### config.mk
export PLATFORM = sky130hd
export DESIGN_NAME = serial_frame_tx
export DESIGN_NICKNAME = d
export VERILOG_FILES = /design/src/rtl/serial_pkg.sv /design/src/rtl/serial_half_tick.sv /design/src/rtl/serial_frame_tx.sv
export SDC_FILE = /design/constraint.sdc
export NUM_CORES = 1
export LEC_CHECK = 0
export CAP_MARGIN = 5
export CORE_ASPECT_RATIO = 0.8
export CORE_MARGIN = 2
export CORE_UTILIZATION = 47
export CTS_CLUSTER_SIZE = 24
export DETAILED_ROUTE_END_ITERATION = 7
export PLACE_DENSITY = 0.85
export SETUP_SLACK_MARGIN = 0.1
export SYNTH_ARGS = -nofsm -noshare
export SYNTH_HDL_FRONTEND = slang
export SYNTH_SLANG_ARGS = --single-unit
### constraint.sdc
create_clock -name clk -period 1.75 [get_ports clk]
set_input_delay 0.35 -clock clk [delete_from_list [all_inputs] [get_ports clk]]
set_output_delay 0.35 -clock clk [all_outputs]
set_load 0.03 [all_outputs]
### src/rtl/serial_pkg.sv
// Shared definitions for the serial frame transmitter: state encoding,
// default sizing constants and a constant-evaluable ceil(log2) helper.
package serial_pkg;

  typedef enum logic [2:0] {
    ST_IDLE,
    ST_START,
    ST_DATA,
    ST_ACK,
    ST_STOP
  } state_e;

  localparam int POS_W       = 10;
  localparam int SER_CLK_DIV = 4;

  function automatic int clog2(input int n);
    int r;
    r = 0;
    while ((1 << r) < n) r++;
    return r;
  endfunction

endpackage

### src/rtl/serial_half_tick.sv
// Half-bit timebase: pulses tick on the last cycle of every CLK_DIV-cycle
// window while en is high; dropping en restarts the window.
module serial_half_tick
  import serial_pkg::*;
#(
  parameter int CLK_DIV = SER_CLK_DIV
) (
  input  logic clk,
  input  logic reset_n,
  input  logic en,
  output logic tick
);

  // A one-cycle window still needs a 1-bit counter to keep widths legal.
  localparam int CNT_W = (clog2(CLK_DIV) > 0) ? clog2(CLK_DIV) : 1;
  localparam logic [CNT_W-1:0] CNT_MAX = CNT_W'(CLK_DIV - 1);

  logic [CNT_W-1:0] cnt_q, cnt_d;

  assign tick = en && (cnt_q == CNT_MAX);

  always_comb begin
    cnt_d = cnt_q + CNT_W'(1);
    if (!en || tick) cnt_d = '0;
  end

  // NOTE: sequential state is updated only with non-blocking assignments so
  // every register samples pre-edge values regardless of process order.
  always_ff @(posedge clk or negedge reset_n) begin
    if (!reset_n) cnt_q <= '0;
    else          cnt_q <= cnt_d;
  end

endmodule

### src/rtl/serial_frame_tx.sv
// Serialises one latched DATA_W-bit word per handshake as START, data bits,
// optional ACK slot and STOP on a registered SCL/SDA pair.
module serial_frame_tx
  import serial_pkg::*;
#(
  parameter int DATA_W    = POS_W,
  parameter int CLK_DIV   = SER_CLK_DIV,
  parameter int MSB_FIRST = 0,
  parameter int ACK_EN    = 1
) (
  input  logic              clk,
  input  logic              reset_n,
  input  logic [DATA_W-1:0] tx_data,
  input  logic              tx_valid,
  output logic              tx_ready,
  output logic              scl,
  output logic              sda_out,
  output logic              sda_oe,
  input  logic              sda_in,
  output logic              busy,
  output logic              done,
  output logic              ack_err
);

  localparam int BIT_W = clog2(DATA_W + 1);
  localparam logic [BIT_W-1:0] LAST_BIT = BIT_W'(DATA_W - 1);

  state_e            state_q, state_d;
  logic [1:0]        half_q, half_d;
  logic [BIT_W-1:0]  bit_q, bit_d;
  logic [DATA_W-1:0] shift_q, shift_d;
  logic              ack_err_q, ack_err_d;
  logic              done_q, done_d;
  logic              scl_q, scl_d;
  logic              sda_q, sda_d;
  logic              oe_q, oe_d;
  logic              busy_q, busy_d;
  logic              tick_en, tick;

  assign tick_en = (state_q != ST_IDLE);

  serial_half_tick #(.CLK_DIV(CLK_DIV)) u_half_tick (
    .clk     (clk),
    .reset_n (reset_n),
    .en      (tick_en),
    .tick    (tick)
  );

  assign tx_ready = (state_q == ST_IDLE);
  assign scl      = scl_q;
  assign sda_out  = sda_q;
  assign sda_oe   = oe_q;
  assign busy     = busy_q;
  assign done     = done_q;
  assign ack_err  = ack_err_q;

  // NOTE: every variable gets a default before the case so no path leaves one
  // unassigned, which would otherwise infer a latch.
  always_comb begin
    state_d   = state_q;
    half_d    = half_q;
    bit_d     = bit_q;
    shift_d   = shift_q;
    ack_err_d = ack_err_q;
    done_d    = 1'b0;

    unique case (state_q)
      ST_IDLE: begin
        if (tx_valid) begin
          shift_d   = tx_data;
          ack_err_d = 1'b0;
          state_d   = ST_START;
          half_d    = 2'd0;
          bit_d     = '0;
        end
      end
      ST_START: begin
        if (tick) begin
          if (half_q == 2'd0) begin
            half_d = 2'd1;
          end else begin
            state_d = ST_DATA;
            half_d  = 2'd0;
          end
        end
      end
      ST_DATA: begin
        if (tick) begin
          if (half_q == 2'd0) begin
            half_d = 2'd1;
          end else if (bit_q == LAST_BIT) begin
            state_d = (ACK_EN != 0) ? ST_ACK : ST_STOP;
            half_d  = 2'd0;
          end else begin
            bit_d   = bit_q + BIT_W'(1);
            half_d  = 2'd0;
            shift_d = (MSB_FIRST != 0) ? (shift_q << 1) : (shift_q >> 1);
          end
        end
      end
      ST_ACK: begin
        if (tick) begin
          if (half_q == 2'd0) begin
            half_d = 2'd1;
          end else begin
            ack_err_d = sda_in;
            state_d   = ST_STOP;
            half_d    = 2'd0;
          end
        end
      end
      ST_STOP: begin
        if (tick) begin
          if (half_q != 2'd2) begin
            half_d = half_q + 2'd1;
          end else begin
            state_d = ST_IDLE;
            half_d  = 2'd0;
            bit_d   = '0;
            shift_d = '0;
            done_d  = 1'b1;
          end
        end
      end
      default: state_d = ST_IDLE;
    endcase
  end

  // Pin levels are decoded from the next state so they change on the same
  // edge as the state register, keeping SCL/SDA glitch-free and aligned.
  always_comb begin
    scl_d  = 1'b1;
    sda_d  = 1'b1;
    oe_d   = 1'b1;
    busy_d = (state_d != ST_IDLE);
    unique case (state_d)
      ST_IDLE: ;
      ST_START: begin
        scl_d = (half_d == 2'd0);
        sda_d = 1'b0;
      end
      ST_DATA: begin
        scl_d = (half_d == 2'd1);
        sda_d = (MSB_FIRST != 0) ? shift_d[DATA_W-1] : shift_d[0];
      end
      ST_ACK: begin
        scl_d = (half_d == 2'd1);
        oe_d  = 1'b0;
      end
      ST_STOP: begin
        scl_d = (half_d != 2'd0);
        sda_d = (half_d == 2'd2);
      end
      default: ;
    endcase
  end

  always_ff @(posedge clk or negedge reset_n) begin
    if (!reset_n) begin
      state_q   <= ST_IDLE;
      half_q    <= 2'd0;
      bit_q     <= '0;
      shift_q   <= '0;
      ack_err_q <= 1'b0;
      done_q    <= 1'b0;
      scl_q     <= 1'b1;
      sda_q     <= 1'b1;
      oe_q      <= 1'b1;
      busy_q    <= 1'b0;
    end else begin
      state_q   <= state_d;
      half_q    <= half_d;
      bit_q     <= bit_d;
      shift_q   <= shift_d;
      ack_err_q <= ack_err_d;
      done_q    <= done_d;
      scl_q     <= scl_d;
      sda_q     <= sda_d;
      oe_q      <= oe_d;
      busy_q    <= busy_d;
    end
  end

endmodule

After elaboration in Yosys (flattened, before gate mapping)

Cells that the tools add are included.

Register bits: 27
Bits of input ports: 14
Output and inout port bits: 7
Word-level logic and storage cells: 93

Add/sub/neg operators: 3
Equal/unequal tests: 21
Muxes and demuxes: 42
Reductions and logical operators: 15

Operators by type and width:

| kind                                                                  | count |
|---|---|
| 10-bit 2-to-1 mux                                                     | 6 |
| 3-bit 2-to-1 mux                                                      | 10 |
| 10-bit case mux with 3 select lines                                   | 1 |
| 4-bit 2-to-1 mux                                                      | 6 |
| 3-bit case mux with 5 select lines                                    | 1 |
| 3-bit by 2-bit equality test with 1-bit output, second input constant | 4 |
| 2-bit != test, second input constant                                  | 6 |
| 4-bit case mux with 3 select lines                                    | 1 |
| 2-bit 2-to-1 mux                                                      | 5 |
| 3-bit nonzero test                                                    | 3 |
| 1-bit 2-to-1 mux                                                      | 8 |
| 7-bit AND reduction                                                   | 1 |
| 3-bit by 1-bit equality test with 1-bit output, second input constant | 2 |
| 3-bit equality test, second input constant                            | 2 |
| 2-bit by 1-bit != test with 1-bit output, second input constant       | 3 |
| 1-bit case mux with 3 select lines                                    | 2 |
| 2-bit case mux with 3 select lines                                    | 1 |
| 2-bit by 1-bit adder with 2-bit output, second input constant         | 2 |
| 4-bit by 1-bit adder with 4-bit output, second input constant         | 1 |
| 2-bit equality test, second input constant                            | 2 |
| 4-bit equality test, second input constant                            | 1 |
| 2-bit logical NOT                                                     | 2 |
| 4-bit AND reduction                                                   | 1 |
| 2-bit nonzero test                                                    | 2 |
| other kinds (8)                                                       | 8 |

Logic depth before layout (Yosys ltp)

Gate-level depths: netlist of the first run.

Depth after elaboration: 8
Gate-level depth with buffers: 8
Mapped depth without buffers: 7

Hierarchy

A second synthesis of the first run with hierarchy kept.

Cells, all modules: 138
Area, all modules: 1391.3 um^2

By module, submodules not included:

| module           | times used | cells an instance | area each (um^2) | sequential area each (um^2) |
|---|---|---|---|---|
| serial_frame_tx  | 1          | 132               | 1300.0           | 629.4 |
| serial_half_tick | 1          | 6                 | 91.3             | 50.0 |

Least setup slack after synthesis of the first run

OpenSTA, ideal clock, no wires.

Kind: reg2reg
Start point: reg state_q[1]
End point: reg shift_q[4]
Arrival time: 1.862 ns
Path slack: -0.239 ns
Stages on the path, launching flop included: 8
Cells stage by stage: dfrtp_1 > buf_2 > nor3_2 > and2_1 > nor3_2 > buf_6 > a222oi_1 > inv_1

RTL lines:

| what                                                                 | line                   | source |
|---|---|---|
| start: declaration                                                   | serial_frame_tx.sv:28  | `state_e state_q, state_d;` |
| start signal: assignment                                             | serial_frame_tx.sv:171 | `state_q <= state_d;` |
| 3-bit logical NOT (*)                                                | n/a                    |  |
| named net tx_ready                                                   | serial_frame_tx.sv:15  | `output logic tx_ready,` |
| 2-bit != test (no line) / 3-bit nonzero test (equally long branches) | n/a                    |  |
| 7-bit AND reduction (no line)                                        | n/a                    |  |
| end signal: assignment                                               | serial_frame_tx.sv:174 | `shift_q <= shift_d;` |
| end: declaration                                                     | serial_frame_tx.sv:31  | `logic [DATA_W-1:0] shift_q, shift_d;` |

Mark *: on every way through the listed nets, which the timed path passes. The rest lies on a longest branch.
A chain may end at the register's enable or synchronous reset.

Final worst setup path of the first run

Start point: reg bit_q[1]
End point: reg sda_q, in the netlist sda_out

Longest elaborated chain between the ends: 7

RTL lines:

| what                                        | line                   | source |
|---|---|---|
| start: declaration                          | serial_frame_tx.sv:30  | `logic [BIT_W-1:0] bit_q, bit_d;` |
| start signal: assignment                    | serial_frame_tx.sv:173 | `bit_q <= bit_d;` |
| 4-bit equality test (*)                     | serial_frame_tx.sv:91  | `end else if (bit_q == LAST_BIT) begin` |
| 3-bit 2-to-1 mux                            | serial_frame_tx.sv:91  |  |
| 3-bit 2-to-1 mux                            | serial_frame_tx.sv:89  | `if (half_q == 2'd0) begin` |
| 3-bit 2-to-1 mux                            | serial_frame_tx.sv:88  | `if (tick) begin` |
| 3-bit case mux with 5 select lines          | serial_frame_tx.sv:67  | `unique case (state_q)` |
| 3-bit equality test (tied with other cells) | serial_frame_tx.sv:136 | `unique case (state_d)` |
| 1-bit case mux with 3 select lines (*)      | serial_frame_tx.sv:136 |  |
| named net sda_d                             | serial_frame_tx.sv:35  | `logic sda_q, sda_d;` |
| end signal: assignment                      | serial_frame_tx.sv:167 | `sda_q <= 1'b1;` |
| end signal: assignment                      | serial_frame_tx.sv:178 | `sda_q <= sda_d;` |
| end: declaration                            | serial_frame_tx.sv:35  |  |

Mark *: on every way through the listed nets, which the timed path passes. The rest lies on a longest branch. The select of a mux whose other input is x is not followed.

==> summary.md, run 1 <==
| Metric | Value |
|---|---|
| Avg WL per Cell | 16.93 um |
| Initial DRC Count | 93 |
| Post-Syn Nets | 139 |
| Largest net degree at the start of global routing | 28 |
| Post-Place Setup Slack | -0.1274 ns |
| Final HPWL DP | 2255 um |
| Fin crit share | 105.5% |
| Clk network pwr share | 29.4% |
| Die Area | 3231 sq um |
| FF+latch count, synth | 27 |
| Row count | 17 |
| Max Cap Violations | 0 |
| CTS Buffer Depth | 2 |
| Final setup vio count | 11 |
| Reg2Reg Setup Slack | -0.1 ns |
| Starting Density | 48.54% |
| H-Tree Level Count | 1 |
| Critical path required time | 2.02 ns |
| Layout area overhead | 51.62% |
| DR pass1 iterations | 4 |
| Syn Inst Count | 122 |
| Initial antenna violation count | 0 |
| Post-route worst hold slack | 0.3670 ns |
| Synth cell types | 38 |
| Root Driver | clkbuf_4 |
| Yosys top cell by area | dfrtp_1 |
| Vias per cell | 5.673 |
| Switching power | 0.2056 mW |
| CTS buffer count | 3 |
| Vias in the first global route | 1,274 |
| Unrepaired setup endpoints after global routing | true |
| Layout Utilization | 73.60% |
| Die Y | 51.25 um |
| Seq pwr share | 65.9% |
| Status | complete, but fails checks |
| Clk sink count | 27 |
| Setup ws final | -0.09557 ns |
| Post-DRT Antenna Nets | 0 |
| Setup Skew | 0.01223 ns |
| GPL Wtd Cong | 0.7940 |
| Worst slew pin tran | 0.3455 ns |
| Seq/Total Area, Yosys | 51.81% |
| Yosys top cell area share | 45.80% |
| Remaining DRCs | 0 |
| Clock Pin Slew Worst Setup and Hold Paths | 0.15 ns |
| Worst setup SP type | register |
| Fraction of layout cells with a size suffix above 1 | 38.07% |
| Final nets | 194 |
| Total global-route track usage | 22.67% |
| First-pass GRT wire length | 5616 um |
| Main area contributors after synthesis | dfrtp_1 46%, a222oi_1 6.1%, dfstp_2 6.0% |
| Internal Power | 0.7415 mW |
| CP Max Fanout | 3 |
| Cell Area, Synth | 1311 sq um |
| Total grt overflow | 0 |
| Ports | 21 |
| ANT cells | 0 |
| Top FF cell, synth | dfrtp_1 |
| CTS tree | done |
| Fmax | 0.5418 GHz |
| DRT Wirelength | 3622 um |
| VDD IR max | 536.7 uV |
| Pwr dens | 476.4 nW/um^2 |
| Ys Warns | 0 |
| Failing checks | setup timing |
| Clock latency at the later pin of the worst-skew pair | 0.34 ns |
| Slew Limit Headroom | 76.97% |
| Setup CP Type | reg -> reg |
| Comb pwr share | 4.7% |
| Avg Cell Area, Syn | 10.75 sq um |
| DR vias | 1,214 |
| Die width | 63.06 um |
| Hold Path Class | in -> async |
| Final Max Tran Viols | 0 |
| Crit path time final | 1.846 ns |
| P_leak | 0.9445 nW |
| Post-CTS Hold Fix Bufs | 0 |
| I/O Buffers | 20 |
| Final Hold Viols | 0 |
| Fraction of registers with async set/reset | 100.0% |
| Core Area | 2701 sq um |
| Switching share of power | 21.71% |
| Post-synth EDFFs | 0 |
| CP Capture Type | register |
| Worst Path Arrival | 2.12 ns |
==> layout make-up <==
class                           count  area (sq um)
Clock buffer                        4         26.28
Fill cell                         196         713.2
Inverter                           12         47.55
Multi-Input combinational cell     77         676.9
Sequential cell                    27         680.7
Tap cell                           38         47.55
Timing Repair Buffer               56         509.2
==> sequential cells by signal, summed over array words and instances, names as in the netlist <==
signal	count
ack_err	1
bit_q	4
busy	1
done	1
half_q	2
scl	1
sda_oe	1
sda_out	1
shift_q	10
state_q	3
u_half_tick.cnt_q	2
==> worst max-delay path: stages, from the launching register on <==
cell and delay [ns]:
dfrtp_1 0.41, inv_1 0.06, ha_1 0.13, nand3b_1 0.13, nor3b_4 0.20, buf_4 0.15, buf_6 0.11, buf_6 0.11
a22o_4 0.23, o21ai_2 0.15, o2111ai_2 0.10
==> placed cells by master (no fill, tap or decap), types with 2 or more instances in the layout <==
cell type / instances
or2_1: 2
o21ai_0: 3
buf_4: 28
clkbuf_4: 3
nor3_4: 2
o22ai_2: 2
nor2_1: 3
dfstp_2: 3
o21ai_1: 3
buf_6: 7
inv_1: 11
ha_1: 2
a22o_1: 2
nand3_1: 2
dfrtp_1: 23
nand2_1: 8
o211ai_1: 3
o21ai_2: 4
nand3b_1: 2
nor3b_1: 3
mux2i_1: 2
or3_1: 2
dlygate4sd2_1: 4
clkdlybuf4s50_1: 13
clkdlybuf4s15_1: 2
a222oi_1: 8
nor3b_4: 2
==> kinds of logic (layout without fill, tap and decap cells) <==
group	Yosys count	count (layout)	share of synthesized area, %
compound gates	32	32	18.23
mux	2	2	1.527
fa+ha+maj	3	3	2.863
xor+xnor	1	1	0.6681
flops	27	27	51.81
simple gates	39	39	18.70
buf+inv	18	72	6.202
==> cell usage after synthesis, drive strengths merged (2+ instances only) <==
master and number:
o211ai 3, buf 6, o21ai 10, dfrtp 24, nand2b 2, ha 3
nor2 5, nand2 8, or3b 2, or2 3, nor3 3, a22o 3
mux2i 2, o22ai 2, nand3b 2, inv 12, nand3 2, a222oi 8
dfstp 3, or3 2, nor3b 6
==> power groups by stage <==
stage	logic, mW	clock network [mW]	registers [mW]
after floorplan	0.000679	0	0.636
after global placement	0.0434	0	0.636
after detailed placement	0.0445	0	0.636
after CTS	0.0447	0.275	0.624
after global routing	0.0486	0.311	0.625
final	0.0447	0.278	0.624
==> repair_timing <==
item | in CTS | in global routing
pin swaps | 9 | 11
buffers inserted | 8 | 4
resized for setup | 21 | 16
setup endpoints to repair | 23 | 20
==> metrics by stage <==
stage	std cells	TNS, ns	instance area, sq um	power [mW]
3_3_place_gp	198	-0.1821	1738	0.6792
4_1_cts	210	-0.2324	1896	0.9443
6_report	214	-0.7319	1988	0.9471
5_1_grt	214	-1.552	1988	0.9841
2_1_floorplan	122	0	1336	0.6366
3_5_place_dp	198	-0.7997	1738	0.6803
==> routing by layer <==
metal  track usage (%)  part of all wire [%]  vias up
met4             12.96                   4.1        0
met2             41.49                    53       44
li1                  -                     -      551
met5                 0                     0        -
met1             24.79                    39      602
met3             4.626                   3.6       17
==> final timing paths <==
kind | start | endpoint | cells past startpoint
hold / removal | reset_n | u_half_tick.cnt_q[1] | 2
hold reg to reg | shift_q[8] | shift_q[7] | 2
setup reg to reg | bit_q[1] | sda_out | 10
setup / recovery | bit_q[1] | sda_out | 10
min in group clk | shift_q[8] | shift_q[7] | 2
max in group asynchronous | reset_n | sda_out | 2
(Power assumes the default switching activity.)
==> inputs of run 2 (changes only) <==
Settings changed: CORE_ASPECT_RATIO 0.8 to not set, TNS_END_PERCENT set to 10.
==> run 2 against run 1 <==
The run still ends with setup timing left. Count of clock-buffer cells in the layout is 1 lower. Clock skew is 0.0058 ns lower. Combinational power is 2% lower. Total power is 0.45% lower. Critical endpoint is now shift_q[4]. Largest power group unchanged.
==> summary.md, run 2 (synthesis results as in run 1) <==
| Metric | Value |
|---|---|
| Status | complete, but fails checks |
| Failing checks | setup timing |
| Final HPWL DP | 2279 um (+1.1%) |
| Root Driver | clkbuf_4 |
| Clock latency at the later pin of the worst-skew pair | 0.33 ns (about the same) |
| GPL Wtd Cong | 0.9041 (+14%) |
| VDD IR max | 443.4 uV (-17%) |
| ANT cells | 0 (unchanged) |
| Post-DRT Antenna Nets | 0 (unchanged) |
| Fmax | 0.5189 GHz (-4.2%) |
| Avg WL per Cell | 16.06 um (-5.1%) |
| Largest registers in the final layout | shift_q: 10 flops, bit_q: 4 flops, state_q: 3 flops |
| Crit path max-delay family | simple AND/OR/NAND/NOR gates |
| CP Capture Type | register |
| Total grt overflow | 0 (unchanged) |
| Initial DRC Count | 105 (+13%) |
| Final setup TNS | -0.8021 ns (-0.07020 ns) |
| CTS buffer count | 3 (unchanged) |
| Hold Path Class | in -> async |
| Max reg flops | 10 (unchanged) |
| Worst slew pin tran | 0.4345 ns (+0.08902 ns) |
| Reg with most FFs | shift_q |
| Vias in the first global route | 1,197 (-6.0%) |
| Final nets | 193 (-0.52%) |
| Final instance area | 1908 sq um (-4.0%) |
| Unrepaired setup endpoints after global routing | true |
| Clk network pwr share | 29.1% (-0.3 points) |
| Layout Utilization | 70.41% (-3.2 points) |
| Clk sink count | 27 (unchanged) |
| Largest net degree at the start of global routing | 28 (unchanged) |
| I/O Buffers | 20 (unchanged) |
| Die Area | 3229 sq um (about the same) |
| Worst Path Arrival | 2.15 ns (+0.03 ns) |
| Initial antenna violation count | 0 (unchanged) |
| CTS Buffer Depth | 2 (unchanged) |
| Total global-route track usage | 19.59% (-3.1 points) |
| H-Tree Level Count | 1 (unchanged) |
| Internal Power | 0.7394 mW (-0.28%) |
| Placed inst area | 1732 sq um (-0.36%) |
| Vias per cell | 5.850 (+3.1%) |
| DR vias | 1,205 (-0.74%) |
| Reg2Reg Setup Slack | -0.18 ns (-0.08 ns) |
| Power Total | 0.9428 mW (-0.45%) |
| Slowest cell delay on critical path | 0.43 ns (+0.02 ns) |
| Fin crit share | 110.1% (+4.7 points) |
| CTS tree | done |
| DRT Wirelength | 3308 um (-8.7%) |
| Critical path required time | 1.98 ns (-0.04 ns) |
| Worst r2r src | state_q[2] |
| Die Y | 56.82 um (+11%) |
| Clock Pin Slew Worst Setup and Hold Paths | 0.15 ns (about the same) |
| CP Cell Sequence | or3b_4 > nor3b_4 > nor3_4 > buf_6 > a222oi_1 > inv_1 |
| Remaining DRCs | 0 (unchanged) |
| Layout area overhead | 45.52% |
| P_leak | 0.9137 nW (-3.3%) |
| Setup Skew | 0.006435 ns (-0.005800 ns) |
| Max Cap Violations | 0 (unchanged) |
| Seq pwr share | 66.2% (+0.3 points) |
| Pwr dens | 494.1 nW/um^2 (+3.7%) |
| Final Max Tran Viols | 0 (unchanged) |
| R2r endpoint | shift_q[4] |
| Setup CP Type | reg -> reg |
| CP Buf/Inv Count | 2 (-2) |
| Switching share of power | 21.58% (-0.13 points) |
| Starting Density | 48.38% (-0.16 points) |
| Post-Place Setup Slack | -0.1725 ns (-0.04503 ns) |
| Crit path time final | 1.927 ns (+0.08156 ns) |
| Setup ws final | -0.1771 ns (-0.08156 ns) |
| Final Hold Viols | 0 (unchanged) |
| Ports | 21 (unchanged) |
| Row count | 19 (+2) |
| Final setup vio count | 11 (unchanged) |
| Fillcell total | 205 (+4.6%) |
| Comb pwr share | 4.7% (about the same) |
| Most used cells in the layout excluding fill and tap cells | 31 x buf_4, 23 x dfrtp_1, 13 x clkdlybuf4s50_1, 11 x inv_1, 8 x a222oi_1 |
| Most common cell after layout, fill and taps aside | buf_4 |
| DR pass1 iterations | 4 (unchanged) |
| Slowest CP cell | dfrtp_2 |
| First-pass GRT wire length | 4905 um (-13%) |
| Slew Limit Headroom | 70.63% (-6.3 points) |
| Die width | 56.82 um (-9.9%) |
| Core Area | 2710 sq um (+0.32%) |
| Fraction of layout cells with a size suffix above 1 | 36.57% (-1.5 points) |
| Switching power | 0.2034 mW (-1.0%) |
| Reg2reg path depth | 6 (-4) |
| Worst setup SP type | register |
| CP Max Fanout | 6 (+3) |
run 2: cell types whose count changed in the layout (fill, tap and decap cells not counted), sizes merged:
cell | before | now
buf | 37 | 36
clkbuf | 4 | 3
clkinvlp | 0 | 1
run 2: cell type report:
class | count | area, sq um | area share, %
clock buffer | 3 | 22.52 | 1.180
clock inverter | 1 | 7.507 | 0.3934
inverter | 12 | 45.04 | 2.361
multi-input combinational | 77 | 639.4 | 33.51
sequential | 27 | 680.7 | 35.67
tap | 31 | 38.79 | 2.033
timing repair buffer | 55 | 474.2 | 24.85
run 2: repair_timing:
| item | CTS | global route |
|---|---|---|
| pin swaps | 2 | 14 |
| hold buffers | 0 | 0 |
| gates resized for setup | 10 | 19 |
| setup endpoints to repair | 25 | 21 |
| buffers inserted | 0 | 9 |
run 2: worst max-delay path by stage:
stage                                     from    endpoint  slack [ns]  cells past startpoint
after floorplan                     state_q[2]  shift_q[4]       0.001                      6
after global placement                tx_valid         scl       -0.04                      6
after detailed placement  u_half_tick.cnt_q[0]  shift_q[6]       -0.17                      6
after CTS                           state_q[1]  shift_q[6]       -0.09                      6
after global routing                state_q[2]  shift_q[3]       -0.20                      6
final                               state_q[2]  shift_q[4]       -0.18                      6
run 2: power groups by stage:
stage	registers (mW)	clock network (mW)	logic (mW)
after floorplan	0.636	0	0.000679
after global placement	0.636	0	0.0432
after detailed placement	0.636	0	0.0449
after CTS	0.625	0.285	0.0451
after global routing	0.625	0.308	0.0478
final	0.624	0.274	0.0440
run 2: per-stage QoR:
stage          cells  hold slack (ns)
6_report         206           0.3761
5_1_grt          206           0.3937
4_1_cts          197           0.3854
3_5_place_dp     193           0.4402
3_3_place_gp     193           0.4256
2_1_floorplan    122          0.05441
run 2: routing by layer:
metal	part of all wire, %	wire length (um)	global-route usage (%)	vias to the layer above
met1	36	1201	20.33	591
met4	3.1	103	8.970	0
li1	-	-	-	555
met2	56	1838	37.54	47
met5	0	0	0	-
met3	5.0	164	3.456	12
